### src/rtl/proc_isa_pkg.sv
// proc_isa_pkg
// Shared ISA definitions for the down-sampling processor: the opcode map used
// by the instruction ROM image, the sequencer and the datapath control FSM,
// plus the sequencer state enum.
// Optional build macro: SEQ_SINGLE_STEP_EN adds the STALL state used by
// single-step execution.
package proc_isa_pkg;

    // Opcode map. Zero is reserved as the illegal opcode so that an erased
    // or unprogrammed ROM word stops the machine instead of running on.
    localparam logic [7:0] OPC_ILLEGAL = 8'd0;
    localparam logic [7:0] OPC_FETCH   = 8'd1;
    localparam logic [7:0] OPC_NOP     = 8'd2;   // end of program
    localparam logic [7:0] OPC_LDAC    = 8'd3;
    localparam logic [7:0] OPC_STAC    = 8'd4;
    localparam logic [7:0] OPC_MVACR   = 8'd5;
    localparam logic [7:0] OPC_MVACRI  = 8'd6;
    localparam logic [7:0] OPC_CLAC    = 8'd7;
    localparam logic [7:0] OPC_INAC    = 8'd8;
    localparam logic [7:0] OPC_DEAC    = 8'd9;
    localparam logic [7:0] OPC_ADD     = 8'd10;
    localparam logic [7:0] OPC_SUB     = 8'd11;
    localparam logic [7:0] OPC_MUL     = 8'd12;
    localparam logic [7:0] OPC_DIV     = 8'd13;
    localparam logic [7:0] OPC_SHL     = 8'd14;
    localparam logic [7:0] OPC_SHR     = 8'd15;
    localparam logic [7:0] OPC_JUMP    = 8'd30;  // JUMP <target>
    localparam logic [7:0] OPC_JMPZ    = 8'd33;  // JMPZ <target>
    localparam logic [7:0] OPC_JMNZ    = 8'd38;  // JMNZ <target>

    // Highest ROM address holding program code.
    localparam int unsigned SEQ_PROG_LAST = 120;

    typedef enum logic [2:0] {
        S_IDLE    = 3'd0,
        S_FETCH   = 3'd1,
        S_DECODE  = 3'd2,
        S_ISSUE   = 3'd3,
        S_TFETCH  = 3'd4,
        S_TDECODE = 3'd5,
        S_HALT    = 3'd6
`ifdef SEQ_SINGLE_STEP_EN
        ,
        S_STALL   = 3'd7
`endif
    } seq_state_t;

endpackage

### src/rtl/seq_branch_eval.sv
// seq_branch_eval
// Combinational branch resolution. Given the branch opcode latched at DECODE,
// the datapath zero flag, the target read from the operand slot and the
// operand address, produce the next PC and flag a destination outside the
// program area.
// Ports:
//   opcode     in  8  branch opcode (JUMP/JMPZ/JMNZ)
//   z_flag     in  1  datapath zero flag
//   target     in  8  target address read from the operand slot
//   operand_pc in  8  address of the operand slot
//   next_pc    out 8  resolved PC (target if taken, operand_pc+1 if not)
//   range_err  out 1  resolved PC exceeds PROG_LAST
module seq_branch_eval #(
    parameter int unsigned PROG_LAST = 120,
    parameter logic [7:0]  OP_JUMP   = 8'd30,
    parameter logic [7:0]  OP_JMPZ   = 8'd33,
    parameter logic [7:0]  OP_JMNZ   = 8'd38
) (
    input  logic [7:0] opcode,
    input  logic       z_flag,
    input  logic [7:0] target,
    input  logic [7:0] operand_pc,
    output logic [7:0] next_pc,
    output logic       range_err
);
    localparam logic [8:0] LAST9 = 9'(PROG_LAST);

    logic       taken;
    logic [8:0] skip_pc;
    logic [8:0] dest;

    assign taken = (opcode == OP_JUMP)
                 | ((opcode == OP_JMPZ) &  z_flag)
                 | ((opcode == OP_JMNZ) & ~z_flag);

    // Not taken resumes after the operand slot; 9 bits so 255+1 is caught.
    assign skip_pc   = {1'b0, operand_pc} + 9'd1;
    assign dest      = taken ? {1'b0, target} : skip_pc;
    assign range_err = dest > LAST9;
    assign next_pc   = dest[7:0];

endmodule

### src/rtl/instr_seq_ctrl.sv
// instr_seq_ctrl
// Instruction sequencer. Owns the PC, fetches from a synchronous ROM
// (1-cycle registered read), resolves JUMP/JMPZ/JMNZ/NOP locally and hands
// every other opcode to the datapath control FSM over valid/ready.
// Optional build macro: SEQ_SINGLE_STEP_EN (adds step_mode/step inputs; with
// step_mode=1 every FETCH is preceded by a STALL that waits for step).
// Ports:
//   clk, rst         clock, synchronous active-high reset
//   step_mode, step  single-step controls (SEQ_SINGLE_STEP_EN only)
//   start            pulse; starts at RESET_PC from IDLE or HALT
//   iram_addr        ROM address (= pc)
//   iram_dout        ROM data, one cycle after the address
//   op_valid/op_ready/op_code  datapath issue handshake
//   z_flag           datapath zero flag
//   busy, halted, err          status (err is sticky until start/rst)
//   pc               current PC
//   issue_cnt        transferred-op count, saturating
module instr_seq_ctrl
    import proc_isa_pkg::*;
#(
    parameter int unsigned PROG_LAST = SEQ_PROG_LAST,
    parameter logic [7:0]  RESET_PC  = 8'd0,
    parameter logic [7:0]  OP_JUMP   = OPC_JUMP,
    parameter logic [7:0]  OP_JMPZ   = OPC_JMPZ,
    parameter logic [7:0]  OP_JMNZ   = OPC_JMNZ,
    parameter logic [7:0]  OP_NOP    = OPC_NOP
) (
    input  logic        clk,
    input  logic        rst,
`ifdef SEQ_SINGLE_STEP_EN
    input  logic        step_mode,
    input  logic        step,
`endif
    input  logic        start,
    output logic [7:0]  iram_addr,
    input  logic [7:0]  iram_dout,
    output logic        op_valid,
    input  logic        op_ready,
    output logic [7:0]  op_code,
    input  logic        z_flag,
    output logic        busy,
    output logic        halted,
    output logic        err,
    output logic [7:0]  pc,
    output logic [15:0] issue_cnt
);
    localparam logic [8:0] LAST9 = 9'(PROG_LAST);

    seq_state_t  state, state_n;
    seq_state_t  fetch_entry;
    logic [7:0]  pc_n, op_code_n, br_op, br_op_n;
    logic        op_valid_n, err_n;
    logic [15:0] issue_cnt_n;
    logic [8:0]  pc_inc;
    logic        inc_oob;
    logic        is_branch;
    logic [7:0]  br_next_pc;
    logic        br_range_err;

    assign iram_addr = pc;
    assign busy      = (state != S_IDLE) && (state != S_HALT);
    assign halted    = (state == S_HALT);

    // 9-bit increment so that wrapping past 255 is an overflow, not a jump.
    assign pc_inc  = {1'b0, pc} + 9'd1;
    assign inc_oob = pc_inc > LAST9;

    assign is_branch = (iram_dout == OP_JUMP) || (iram_dout == OP_JMPZ)
                    || (iram_dout == OP_JMNZ);

`ifdef SEQ_SINGLE_STEP_EN
    assign fetch_entry = step_mode ? S_STALL : S_FETCH;
`else
    assign fetch_entry = S_FETCH;
`endif

    // In TDECODE iram_dout carries the target, so the branch opcode comes
    // from br_op, latched at DECODE.
    seq_branch_eval #(
        .PROG_LAST (PROG_LAST),
        .OP_JUMP   (OP_JUMP),
        .OP_JMPZ   (OP_JMPZ),
        .OP_JMNZ   (OP_JMNZ)
    ) u_branch (
        .opcode     (br_op),
        .z_flag     (z_flag),
        .target     (iram_dout),
        .operand_pc (pc),
        .next_pc    (br_next_pc),
        .range_err  (br_range_err)
    );

    always_comb begin
        state_n     = state;
        pc_n        = pc;
        op_valid_n  = op_valid;
        op_code_n   = op_code;
        err_n       = err;
        issue_cnt_n = issue_cnt;
        br_op_n     = br_op;
        case (state)
            S_IDLE, S_HALT: begin
                if (start) begin
                    state_n     = fetch_entry;
                    pc_n        = RESET_PC;
                    err_n       = 1'b0;
                    issue_cnt_n = '0;
                end
            end
            S_FETCH: state_n = S_DECODE;
            S_DECODE: begin
                if (iram_dout == OP_NOP) begin
                    state_n = S_HALT;
                end else if (iram_dout == 8'd0) begin
                    err_n   = 1'b1;
                    state_n = S_HALT;
                end else if (is_branch) begin
                    br_op_n = iram_dout;
                    // A branch at PROG_LAST has no operand slot.
                    if (inc_oob) begin
                        err_n   = 1'b1;
                        state_n = S_HALT;
                    end else begin
                        pc_n    = pc_inc[7:0];
                        state_n = S_TFETCH;
                    end
                end else begin
                    op_code_n  = iram_dout;
                    op_valid_n = 1'b1;
                    state_n    = S_ISSUE;
                end
            end
            S_ISSUE: begin
                if (op_ready) begin
                    op_valid_n = 1'b0;
                    if (issue_cnt != 16'hFFFF)
                        issue_cnt_n = issue_cnt + 16'd1;
                    if (inc_oob) begin
                        err_n   = 1'b1;
                        state_n = S_HALT;
                    end else begin
                        pc_n    = pc_inc[7:0];
                        state_n = fetch_entry;
                    end
                end
            end
            S_TFETCH: state_n = S_TDECODE;
            S_TDECODE: begin
                if (br_range_err) begin
                    err_n   = 1'b1;
                    state_n = S_HALT;
                end else begin
                    pc_n    = br_next_pc;
                    state_n = fetch_entry;
                end
            end
`ifdef SEQ_SINGLE_STEP_EN
            S_STALL: if (step) state_n = S_FETCH;
`endif
            default: state_n = S_IDLE;
        endcase
    end

    always_ff @(posedge clk) begin
        if (rst) begin
            state     <= S_IDLE;
            pc        <= RESET_PC;
            op_valid  <= 1'b0;
            op_code   <= 8'd0;
            err       <= 1'b0;
            issue_cnt <= 16'd0;
            br_op     <= 8'd0;
        end else begin
            state     <= state_n;
            pc        <= pc_n;
            op_valid  <= op_valid_n;
            op_code   <= op_code_n;
            err       <= err_n;
            issue_cnt <= issue_cnt_n;
            br_op     <= br_op_n;
        end
    end

endmodule

### config.mk
export PLATFORM = sky130hd
export DESIGN_NAME = instr_seq_ctrl
export DESIGN_NICKNAME = d
export VERILOG_FILES = /design/src/rtl/proc_isa_pkg.sv /design/src/rtl/seq_branch_eval.sv /design/src/rtl/instr_seq_ctrl.sv
export SDC_FILE = /design/constraint.sdc
export NUM_CORES = 1
export LEC_CHECK = 0
export BUFFER_PORTS_ARGS = -buffer_cell sky130_fd_sc_hd__buf_2
export CAP_MARGIN = 15
export CORE_MARGIN = 2
export CORE_UTILIZATION = 56
export DETAILED_ROUTE_END_ITERATION = 12
export GPL_TIMING_DRIVEN = 0
export PLACE_DENSITY = 0.81
export REMOVE_ABC_BUFFERS = 1
export SETUP_SLACK_MARGIN = 0.3
export SLEW_MARGIN = 20
export SYNTH_ARGS = -nofsm -noshare
export SYNTH_HDL_FRONTEND = slang
export SYNTH_HIERARCHICAL = 1
export SYNTH_SLANG_ARGS = --single-unit
### constraint.sdc
create_clock -name clk -period 3 [get_ports clk]
set_input_delay 0.6 -clock clk [delete_from_list [all_inputs] [get_ports clk]]
set_output_delay 0.6 -clock clk [all_outputs]
set_load 0.05 [all_outputs]
-- After elaboration in Yosys (flattened, before gate mapping)
Index checks and enable logic that the tools add are counted.
- register bits: 45
- add/sub/neg operators: 2
- $lt $le $gt $ge: 2
- eq/ne operators: 25
- mux-type cells: 35
- bitwise gates (word level): 8
- reduce and logical (&&, ||, !) cells: 17
- operators by type and width (kind ; count):
    8-bit two-way mux ; 7
    16-bit two-way mux ; 3
    8-bit by 6-bit equality test with 1-bit output, second input constant ; 4
    16-bit one-hot mux with 2 select lines ; 1
    8-bit one-hot mux with 4 select lines ; 1
    3-bit two-way mux ; 7
    9-bit by 7-bit > comparator with 1-bit output, second input constant ; 2
    2-bit inequality test, second input constant ; 9
    3-bit one-hot mux with 6 select lines ; 1
    16-bit by 1-bit adder with 16-bit output, second input constant ; 1
    8-bit by 5-bit equality test with 1-bit output, second input constant ; 2
    16-bit inequality test, second input constant ; 1
    4-bit AND reduction ; 3
    1-bit two-way mux ; 11
    8-bit by 1-bit adder with 9-bit output, second input constant ; 1
    3-bit equality test, second input constant ; 3
    9-bit two-way mux ; 1
    8-bit by 2-bit equality test with 1-bit output, second input constant ; 1
    8-bit zero test ; 1
    7-bit AND reduction ; 1
    3-bit by 2-bit equality test with 1-bit output, second input constant ; 2
    3-bit inequality test, second input constant ; 2
    6-bit AND reduction ; 1
    5-bit AND reduction ; 1
    other kinds (15) ; 22

-- Longest topological paths before layout
Gate-level depths: netlist of run 1.
- word-level depth: 8
- mapped depth: 13

-- Modules after synthesis
The synthesis of run 1 kept the hierarchy.
- by module, submodules not included (module ; instances ; cells each ; area an instance (um^2) ; sequential area each (um^2)):
    instr_seq_ctrl ; 1 ; 312 ; 2492.4 ; 900.9
    seq_branch_eval ; 1 ; 64 ; 430.4 ; 0.0

-- Worst setup path after synthesis of run 1
Ideal clock, no wire load.
- kind: register -> register
- start: register pc[0] (netlist: iram_addr[0])
- end: register pc[3] (netlist: iram_addr[3])
- setup time: 131 ps
- arrival time: 2690 ps
- path slack: 179 ps
- cell stages (with the launch flop): 13
- buffers on the path: 2
- cell sequence: dfxtp_1 ha_1 nand2_1 mux2i_1 a31oi_1 a211o_1 a22oi_2 nand2_1 and3_1 buf_2 buf_2 a21oi_1 a311oi_1
- RTL lines (element ; line ; text):
    start: declaration ; instr_seq_ctrl.sv:44 ; output logic [7:0] pc,
    start signal: assignment ; instr_seq_ctrl.sv:175 ; pc <= pc_n;
    8-bit by 1-bit adder with 9-bit output ; seq_branch_eval.sv:37 ; assign skip_pc = {1'b0, operand_pc} + 9'd1;
    9-bit two-way mux ; seq_branch_eval.sv:38 ; assign dest = taken ? {1'b0, target} : skip_pc;
    9-bit by 7-bit > comparator with 1-bit output ; seq_branch_eval.sv:39 ; assign range_err = dest > LAST9;
    named net br_range_err ; instr_seq_ctrl.sv:58 ; logic br_range_err;
    2-bit inequality test (no source line) ; - ;
    7-bit AND reduction (no source line) ; - ;
The timed path passes the listed nets, and every way through them passes these cells. The select of a mux whose other input is x is not followed.
A chain may end at the register's enable or synchronous reset.

-- Worst setup path after layout of run 1
- start: register pc[0] (netlist: iram_addr[0])
- end: register pc[1] (netlist: iram_addr[1])
Same word-level chain as after synthesis.

==> results of run 1 <==
[area by class of cell]
class | instances | area (um2)
Fill cell | 458 | 1780
Clock buffer | 5 | 68.8
Tap cell | 70 | 87.6
Multi-Input combinational cell | 294 | 1840
Sequential cell | 45 | 911
Inverter | 12 | 45.0
Clock inverter | 2 | 35.0
Timing Repair Buffer | 59 | 303
[cells by family after synthesis]
group | after synthesis | synth area share [%]
xor+xnor | 22 | 6.59
compound gates | 83 | 19.9
fa+ha+maj | 4 | 1.71
flops | 45 | 30.8
buf+inv | 37 | 6.55
simple gates | 174 | 30.6
mux | 11 | 3.90
[cell usage in the layout, fill, tap and decap left out, types with 3 or more instances in the layout]
master | netlist | routed
a21oi_1 | 26 | 26
nand3b_1 | 4 | 4
nor2b_1 | 10 | 9
a311oi_1 | 5 | 5
a22oi_1 | 7 | 7
inv_1 | 12 | 12
nor2_1 | 46 | 46
xnor2_1 | 15 | 15
mux2i_1 | 8 | 8
ha_1 | 4 | 3
nand3_1 | 18 | 18
nor3_2 | 3 | 3
dfxtp_1 | 45 | 39
nor4_1 | 5 | 5
buf_4 | 8 | 3
nand2b_1 | 11 | 11
mux2_2 | 3 | 3
and3b_1 | 3 | 3
xor2_1 | 7 | 7
dfxtp_2 | 0 | 5
a31oi_1 | 4 | 4
o21ai_0 | 13 | 13
o31ai_1 | 3 | 3
nand2_1 | 42 | 42
buf_2 | 6 | 56
o22ai_1 | 3 | 3
o211ai_1 | 3 | 3
nor3b_1 | 3 | 3
and2_1 | 3 | 3
clkbuf_8 | 0 | 5
nor3_1 | 11 | 11
[sequential cells by signal, indices dropped and copies added (netlist names)]
signal     cells
state          3
op_code        8
iram_addr      8
issue_cnt     16
op_valid       1
err            1
br_op          8
[metrics by stage]
stage,hold slack (ns),std cells,setup TNS (ns),setup WS [ns],util (%)
2_1_floorplan,0.468,351,-1.71,-0.233,-
3_3_place_gp,0.442,477,0,0.185,62.0
3_5_place_dp,0.446,477,0,0.0186,62.0
4_1_cts,0.458,484,0,0.345,64.2
5_1_grt,0.480,487,0,0.249,64.8
6_report,0.454,487,0,0.435,64.8
[power groups by stage]
| stage | clock network (uW) | registers [uW] | logic (uW) |
|---|---|---|---|
| 2_1_floorplan | 0 | 764 | 172 |
| 3_3_place_gp | 0 | 679 | 349 |
| 3_5_place_dp | 0 | 681 | 356 |
| 4_1_cts | 459 | 669 | 359 |
| 5_1_grt | 485 | 675 | 405 |
| 6_report | 452 | 670 | 379 |
[layer usage]
layer,global-route usage (%),up-vias,routed length [um]
met5,0,-,0
met4,7.45,0,78
met3,3.44,9,356
met2,37.5,101,3220
met1,32.8,1302,3340
li1,-,1409,-
[worst min-delay path by stage]
stage	from	to	slack, ns
floorplan	br_op[5]	br_op[5]	0.47
global placement	op_code[4]	op_code[4]	0.44
detailed placement	op_code[4]	op_code[4]	0.45
CTS	op_code[4]	op_code[4]	0.46
global route	op_code[6]	op_code[6]	0.48
finish	op_code[4]	op_code[4]	0.45
[timing repair]
item                                    CTS  global route
hold buffers                              0             0
endpoints found under the setup margin    8            21
setup buffers                             0             3
gates cloned                              0             0
pin swaps                                 0             1
gates resized for setup                   6             5
[critical path, stage by stage (launching register included)]
cell      delay, ns
dfxtp_2        0.50
ha_2           0.34
nor2b_1        0.19
nor4b_2        0.07
o21ai_0        0.24
a211o_1        0.19
a22oi_2        0.08
nand2_1        0.10
and3_4         0.31
a21oi_1        0.09
a311oi_1       0.33
==> qor.csv, run 1 <==
metric,value,unit
status,completed,
powerDensity,456,nW/um2
min_period_over_period,85.5,%
cts_tree,built,
vias,2821,
rsz0062_at_grt,yes,
arrival,2.75,ns
cts_buffers,5,
synth.most_common_cell,nor2_1,
crit_path_end,iram_addr[1],
drt-total-wl,6990,um
p_leak,0.00126,uW
r2r-start,iram_addr[0],
cp.required,3.19,ns
dieArea,5810,um2
cts_root_buffer,clkbuf_8,
setup_viol,0,
synthTopCellsByCount,"46 x nor2_1, 45 x dfxtp_1, 42 x nand2_1",
synth.avg_cell_area,7.77,um2
start_kind,flop,
synthArstFlopShare,0,%
synth_area_leaders,"dfxtp_1 31%, nor2_1 5.9%, nand2_1 5.4%",
r2r_slack,0.43,ns
finalMaxSlewViolations,0,
layout.nets,434,
crit_path_end_kind,flop,
power,1500,uW
swShare,34.5,%
diodes,0,
synth-edff-count,0,
pwr-share-seq,44.6,%
dr.pass1.iters,4,
postSynthCellCount,376,
drt_iter0_drc,168,
ys_seq_area_share,30.8,%
hold_depth,2,
synth_cell_types,56,
chipWidth,76.2,um
grt_pass1_wl,11400,um
synth_flop_cell,dfxtp_1,
htreeDepth,2,
relSlewSlack,45.3,%
drc,0,
hold_path_class,flop to flop,
clockBufferDepth,2,
clkLatencyLatePin,0.30,ns
path_class,flop to flop,
place.gp.congestion,0.843,
port_buffers,56,
synth_top_area_share,30.8,%
post_drt_wl_per_cell,14.4,um
max_cap_viol_count,0,
p_clk_share,30.1,%
r2r-end,iram_addr[1],
antenna_found_initial,0,
hpwl,4800,um
combPwrFrac,25.2,%
irDropWorstVdd,254,uV
viasPerCell,5.79,
synth.cell_area,2920,um2
start_util,57.6,%
place_area,3140,um2
grt_max_degree,31,
yosysWarnings,6,
path_max_fanout,17,
num_io_pins,57,
ant_nets,0,
fin_crit,2.57,ns
drive_above_1_share,22.1,%
rows,26,
die_h,76.2,um
tightest_slew,0.814,ns
coreArea,5070,um2
crit_start,iram_addr[0],
yosysTopAreaCell,dfxtp_1,
clkSinkCount,45,
track_usage,23.5,%
syn_to_final_growth,12.6,%
skew,0.00855,ns
fmaxAchievable,390,MHz
ys_seq_elements,45,
final_area,3290,um2
cts.clk_slew.worst_paths,0.09,ns
hold_viol,0,
grt_pass1_vias,2466,
p_sw,518,uW
overflow,0,
r2r_cells,10,
p_int,984,uW
(Power assumes the default switching activity.)
==> run 2, diff against run 1 <==
--- a/config.mk
+++ b/config.mk
@@ -5,13 +5,14 @@
 export SDC_FILE = /design/constraint.sdc
 export NUM_CORES = 1
 export LEC_CHECK = 0
+export ABC_AREA = 1
 export BUFFER_PORTS_ARGS = -buffer_cell sky130_fd_sc_hd__buf_2
 export CAP_MARGIN = 15
 export CORE_MARGIN = 2
 export CORE_UTILIZATION = 56
 export DETAILED_ROUTE_END_ITERATION = 12
 export GPL_TIMING_DRIVEN = 0
-export PLACE_DENSITY = 0.81
+export PLACE_DENSITY = 0.8
 export REMOVE_ABC_BUFFERS = 1
 export SETUP_SLACK_MARGIN = 0.3
 export SLEW_MARGIN = 20
==> run 2 against run 1 <==
Via count is 16% higher. Fmax increased by 5.0%. Design area grew 5.6%. Die area is 5.5% higher.
==> qor.csv, run 2 <==
metric,value,unit
status,completed,
cts_root_buffer,clkbuf_8,
setup_tns,0,ns
drive_above_1_share,18.1,%
clkSinkCount,45,
die_h,78.3,um
diodes,0,
ys_seq_elements,45,
coreArea,5410,um2
start_kind,flop,
chipWidth,78.3,um
synth.cell_area,3090,um2
place_inst,616,
irDropWorstVdd,526,uV
hold_path.startpoint,br_op[4],
cts.clk_slew.worst_paths,0.08,ns
vias,3281,
dr.pass1.iters,5,
top_register,issue_cnt,
finalMaxSlewViolations,0,
largest_reg_flops,16,
post_cts_resized,0,
clockBufferDepth,2,
powerDensity,732,nW/um2
r2r-end,iram_addr[5],
path_max_fanout,12,
cp.required,3.19,ns
cts_buffers,5,
min_period_over_period,81.4,%
place_area,3370,um2
overflow,0,
clkLatencyLatePin,0.29,ns
dp_slack,0.646,ns
fin_crit,2.44,ns
viasPerCell,5.27,
setup_viol,0,
synthTopCellsByCount,"135 x nand2_1, 68 x nor2_1, 64 x inv_1",
rows,27,
dieArea,6140,um2
relSlewSlack,66.2,%
track_usage,24.7,%
synth_top_area_share,29.1,%
arrival,2.64,ns
path_class,flop to flop,
layout.nets,568,
synth_cell_types,36,
p_leak,0.00168,uW
place.gp.congestion,0.885,
r2r_cells,12,
antenna_found_initial,0,
cts_hold_buf,0,
ant_nets,0,
hold_viol,0,
drc,0,
yosysTopAreaCell,dfxtp_1,
r2r-start,iram_addr[0],
synth.avg_cell_area,6.16,um2
drt-total-wl,7190,um
final_area,3470,um2
ys_seq_area_share,29.1,%
port_buffers,56,
synth-edff-count,0,
yosysWarnings,6,
synthArstFlopShare,0,%
mostFrequentLayoutCell,nand2_1,
tightest_slew,0.507,ns
crit_path_end_kind,flop,
post_drt_wl_per_cell,11.5,um
hpwl,5430,um
hold_path_class,flop to flop,
synth_flop_cell,dfxtp_1,
fin_util,64.3,%
grt_pass1_vias,2839,
num_io_pins,57,
grt_pass1_wl,12500,um
postSynthCellCount,502,
final_cell_count_no_fill,623,
drt_iter0_drc,161,
htreeDepth,2,
max_cap_viol_count,0,
crit_path_end,iram_addr[5],
synth_area_leaders,"dfxtp_1 29%, nand2_1 16%, nor2_1 8.2%",
synth.most_common_cell,nand2_1,
start_util,57.2,%
rsz0062_at_grt,no,
cts_tree,built,
skew,0.00862,ns
worst_slack,0.557,ns
syn_to_final_growth,12.3,%
postCtsSetupBuffers,0,
final_cell_mix,"135 x nand2_1, 68 x nor2_1, 64 x inv_1",
crit_start,iram_addr[0],
r2r_slack,0.56,ns
grt_max_degree,22,
fmaxAchievable,409,MHz
[run 2: worst min path at each step]
stage	cells after the start	to	slack (ns)
finish	2	br_op[4]	0.45
global route	2	op_code[0]	0.49
global placement	2	br_op[4]	0.44
detailed placement	2	br_op[4]	0.45
floorplan	2	br_op[4]	0.43
CTS	2	br_op[4]	0.46
[run 2: power breakdown]
| part | internal (uW) | switching (uW) | total, uW |
|---|---|---|---|
| Combinational | 342 | 968 | 1310 |
| Sequential | 673 | 118 | 791 |
| Clock | 242 | 200 | 442 |
[run 2: layer usage]
layer	vias to the layer above	GRT usage (%)	wire, um
li1	1677	-	-
met1	1474	33.9	3470
met2	120	41.3	3220
met3	10	3.10	438
met4	0	6.14	70
met5	-	0	0
[run 2: cell families after synthesis]
kind of cell             after synthesis  share of synthesized area [%]
AO/OA/AOI/OAI                         61                           10.8
XOR/XNOR                               8                           2.26
adder cells (fa/ha/maj)                4                           1.62
buffers and inverters                 92                           12.5
flip-flops                            45                           29.1
AND/OR/NAND/NOR                      292                           43.7
[run 2: cell type report]
type                            instances  area, um2
Inverter                               78        293
Clock buffer                            5       68.8
Fill cell                             531       1930
Sequential cell                        45        901
Clock inverter                          2       35.0
Tap cell                               72       90.1
Multi-Input combinational cell        365       1810
Timing Repair Buffer                   56        280
[run 2: critical path: stages (launching register included)]
cell,delay (ns)
dfxtp_1,0.60
ha_1,0.32
nand3_1,0.11
xor2_1,0.16
nand3_1,0.10
nand2_1,0.10
nor2_1,0.05
nand3_1,0.07
nand2_1,0.08
nand2_1,0.23
nand3_2,0.28
nor2_1,0.18
nor2_1,0.06
[run 2: through the flow]
step	total power, uW	hold slack [ns]
floorplan	1810	0.426
global placement	2080	0.438
detailed placement	2110	0.447
CTS	2560	0.459
global route	2730	0.488
finish	2540	0.454
==> run 3, diff against run 2 <==
==> constraint.sdc (replaced) <==
create_clock -name clk -period 2.3 [get_ports clk]
set_input_delay 0.46 -clock clk [delete_from_list [all_inputs] [get_ports clk]]
set_output_delay 0.46 -clock clk [all_outputs]
set_load 0.05 [all_outputs]
==> run 3 against run 2 <==
First-iteration DRC count increased by 65%. Sequential share of layout area decreased by 1.4 points. Global-route usage increased by 0.17 points. Count of clock-buffer cells in the layout unchanged. Die area unchanged. Sequential cell count unchanged. Worst hold slack got worse by 0.017 ns. Power increased by 43%. Critical endpoint is now iram_addr[4].
==> qor.csv, run 3 (synthesis results as in run 2) <==
metric,value,unit
fin_crit,2.06,ns
setup_viol,0,
r2r-start,iram_addr[0],
arrival,2.26,ns
cts_tree,built,
drt_iter0_drc,265,
p_leak,0.00183,uW
hold_depth,3,
htreeDepth,2,
cts_root_buffer,clkbuf_8,
dr.pass1.iters,5,
rsz0062_at_grt,yes,
post_drt_wl_per_cell,13.3,um
antenna_found_initial,0,
cp_cell_sequence,"ha_1, nand2_1, o21ai_0, nand2_1, nor2_1, nand2_1, nand2_1, nand2_4, nand3_2, nand2_1, inv_1, nor2_1",
rows,27,
dp_slack,-0.0424,ns
hold_path.startpoint,iram_dout[6],
cp.required,2.50,ns
min_to,op_code[6],
worst-path-buf-inv,1,
die_h,78.3,um
r2r_cells,12,
largest_reg_flops,16,
vias,3523,
ant_nets,0,
viasPerCell,5.47,
crit_family,simple AND/OR/NAND/NOR gates,
fin_util,70.3,%
grt_pass1_vias,2877,
r2r_slack,0.24,ns
diodes,0,
power,3630,uW
max_cap_viol_count,0,
worst_slack,0.240,ns
overflow,0,
final_cell_mix,"123 x nand2_1, 65 x nor2_1, 62 x inv_1",
r2r-end,iram_addr[4],
tightest_slew,0.552,ns
status,completed,
clkLatencyLatePin,0.29,ns
drt-total-wl,8540,um
multi_input_area,1970,um2
setup_tns,0,ns
cts_buffers,5,
hold_viol,0,
slowest_stage,dfxtp_4,
port_buffers,56,
min_period_over_period,89.6,%
num_io_pins,57,
fillers,466,
cts.clk_slew.worst_paths,0.08,ns
register_area,931,um2
cp_common_cell,nand2_1,
hold_path_class,input port to flop,
crit_path_end_kind,flop,
grt_max_degree,22,
clkSinkCount,45,
hpwl,5430,um
path_max_fanout,8,
path_class,flop to flop,
coreArea,5410,um2
finalMaxSlewViolations,0,
irDropWorstVdd,707,uV
track_usage,24.9,%
cpPeakStageDelay,0.41,ns
place.gp.congestion,0.885,
chipWidth,78.3,um
syn_to_final_growth,22.9,%
mostFrequentLayoutCell,nand2_1,
fmaxAchievable,485,MHz
grt_pass1_wl,12600,um
drc,0,
start_util,57.2,%
layout.nets,589,
dieArea,6140,um2
top_register,issue_cnt,
start_kind,flop,
relSlewSlack,63.2,%
powerDensity,955,nW/um2
clockBufferDepth,2,
skew,0.00765,ns
drive_above_1_share,28.0,%
run 3: cell types whose count changed in the layout (fill, tap and decap cells not counted), sizes merged:
cell / delta
buf: +14
clkbuf: +3
nand2: +2
nand3: +2
run 3: final cells by class:
type | count | share of cell area (%)
Clock buffer | 5 | 1.81
Clock inverter | 2 | 0.921
Inverter | 78 | 7.70
Multi-Input combinational cell | 369 | 51.9
Sequential cell | 45 | 24.5
Tap cell | 72 | 2.37
Timing Repair Buffer | 73 | 10.8
run 3: how the worst max path moves through the flow:
stage / depth (start not counted) / startpoint / end / slack [ns]
final: 12 / iram_addr[0] / iram_addr[4] / 0.24
after global routing: 15 / br_op[3] / state[2] / 0.16
after CTS: 14 / iram_addr[0] / state[2] / 0.30
after detailed placement: 12 / iram_addr[0] / iram_addr[5] / -0.04
after global placement: 12 / iram_addr[0] / iram_addr[5] / 0.02
after floorplan: 13 / iram_addr[0] / iram_addr[0] / -0.45
run 3: per-layer routing:
layer | part of all wire (%) | wire length [um] | vias to the layer above | global-route usage, %
met4 | 1.4 | 119 | 0 | 6.67
met5 | 0 | 0 | - | 0
li1 | - | - | 1727 | -
met2 | 48 | 4100 | 166 | 41.9
met1 | 44 | 3720 | 1613 | 33.6
met3 | 6.9 | 592 | 17 | 3.22
run 3: what timing repair did:
item / 4_1_cts / 5_1_grt
pin swaps: 1 / 18
hold buffers: 0 / 0
gates cloned: 0 / 4
resized for setup: 12 / 43
setup buffers: 0 / 17
setup endpoints to repair: 18 / 31
run 3: metrics by stage:
stage	cell area, um2	hold WS [ns]	std cells
2_1_floorplan	3000	0.426	488
3_5_place_dp	3370	0.447	616
3_3_place_gp	3370	0.438	616
6_report	3800	0.437	644
4_1_cts	3510	0.427	623
5_1_grt	3800	0.442	644
run 3: power breakdown:
| part | internal, uW | switching [uW] |
|---|---|---|
| logic | 582 | 1430 |
| registers | 899 | 140 |
| clock network | 316 | 263 |
| total | 1800 | 1840 |
run 3: worst register-to-register path, delay by kind of cell, from the launching register on:
kind                     cells  cell delay (ns)
flip-flops                   1             0.41
buffers and inverters        1             0.05
AO/OA/AOI/OAI                1             0.21
AND/OR/NAND/NOR              9             1.10
adder cells (fa/ha/maj)      1             0.20
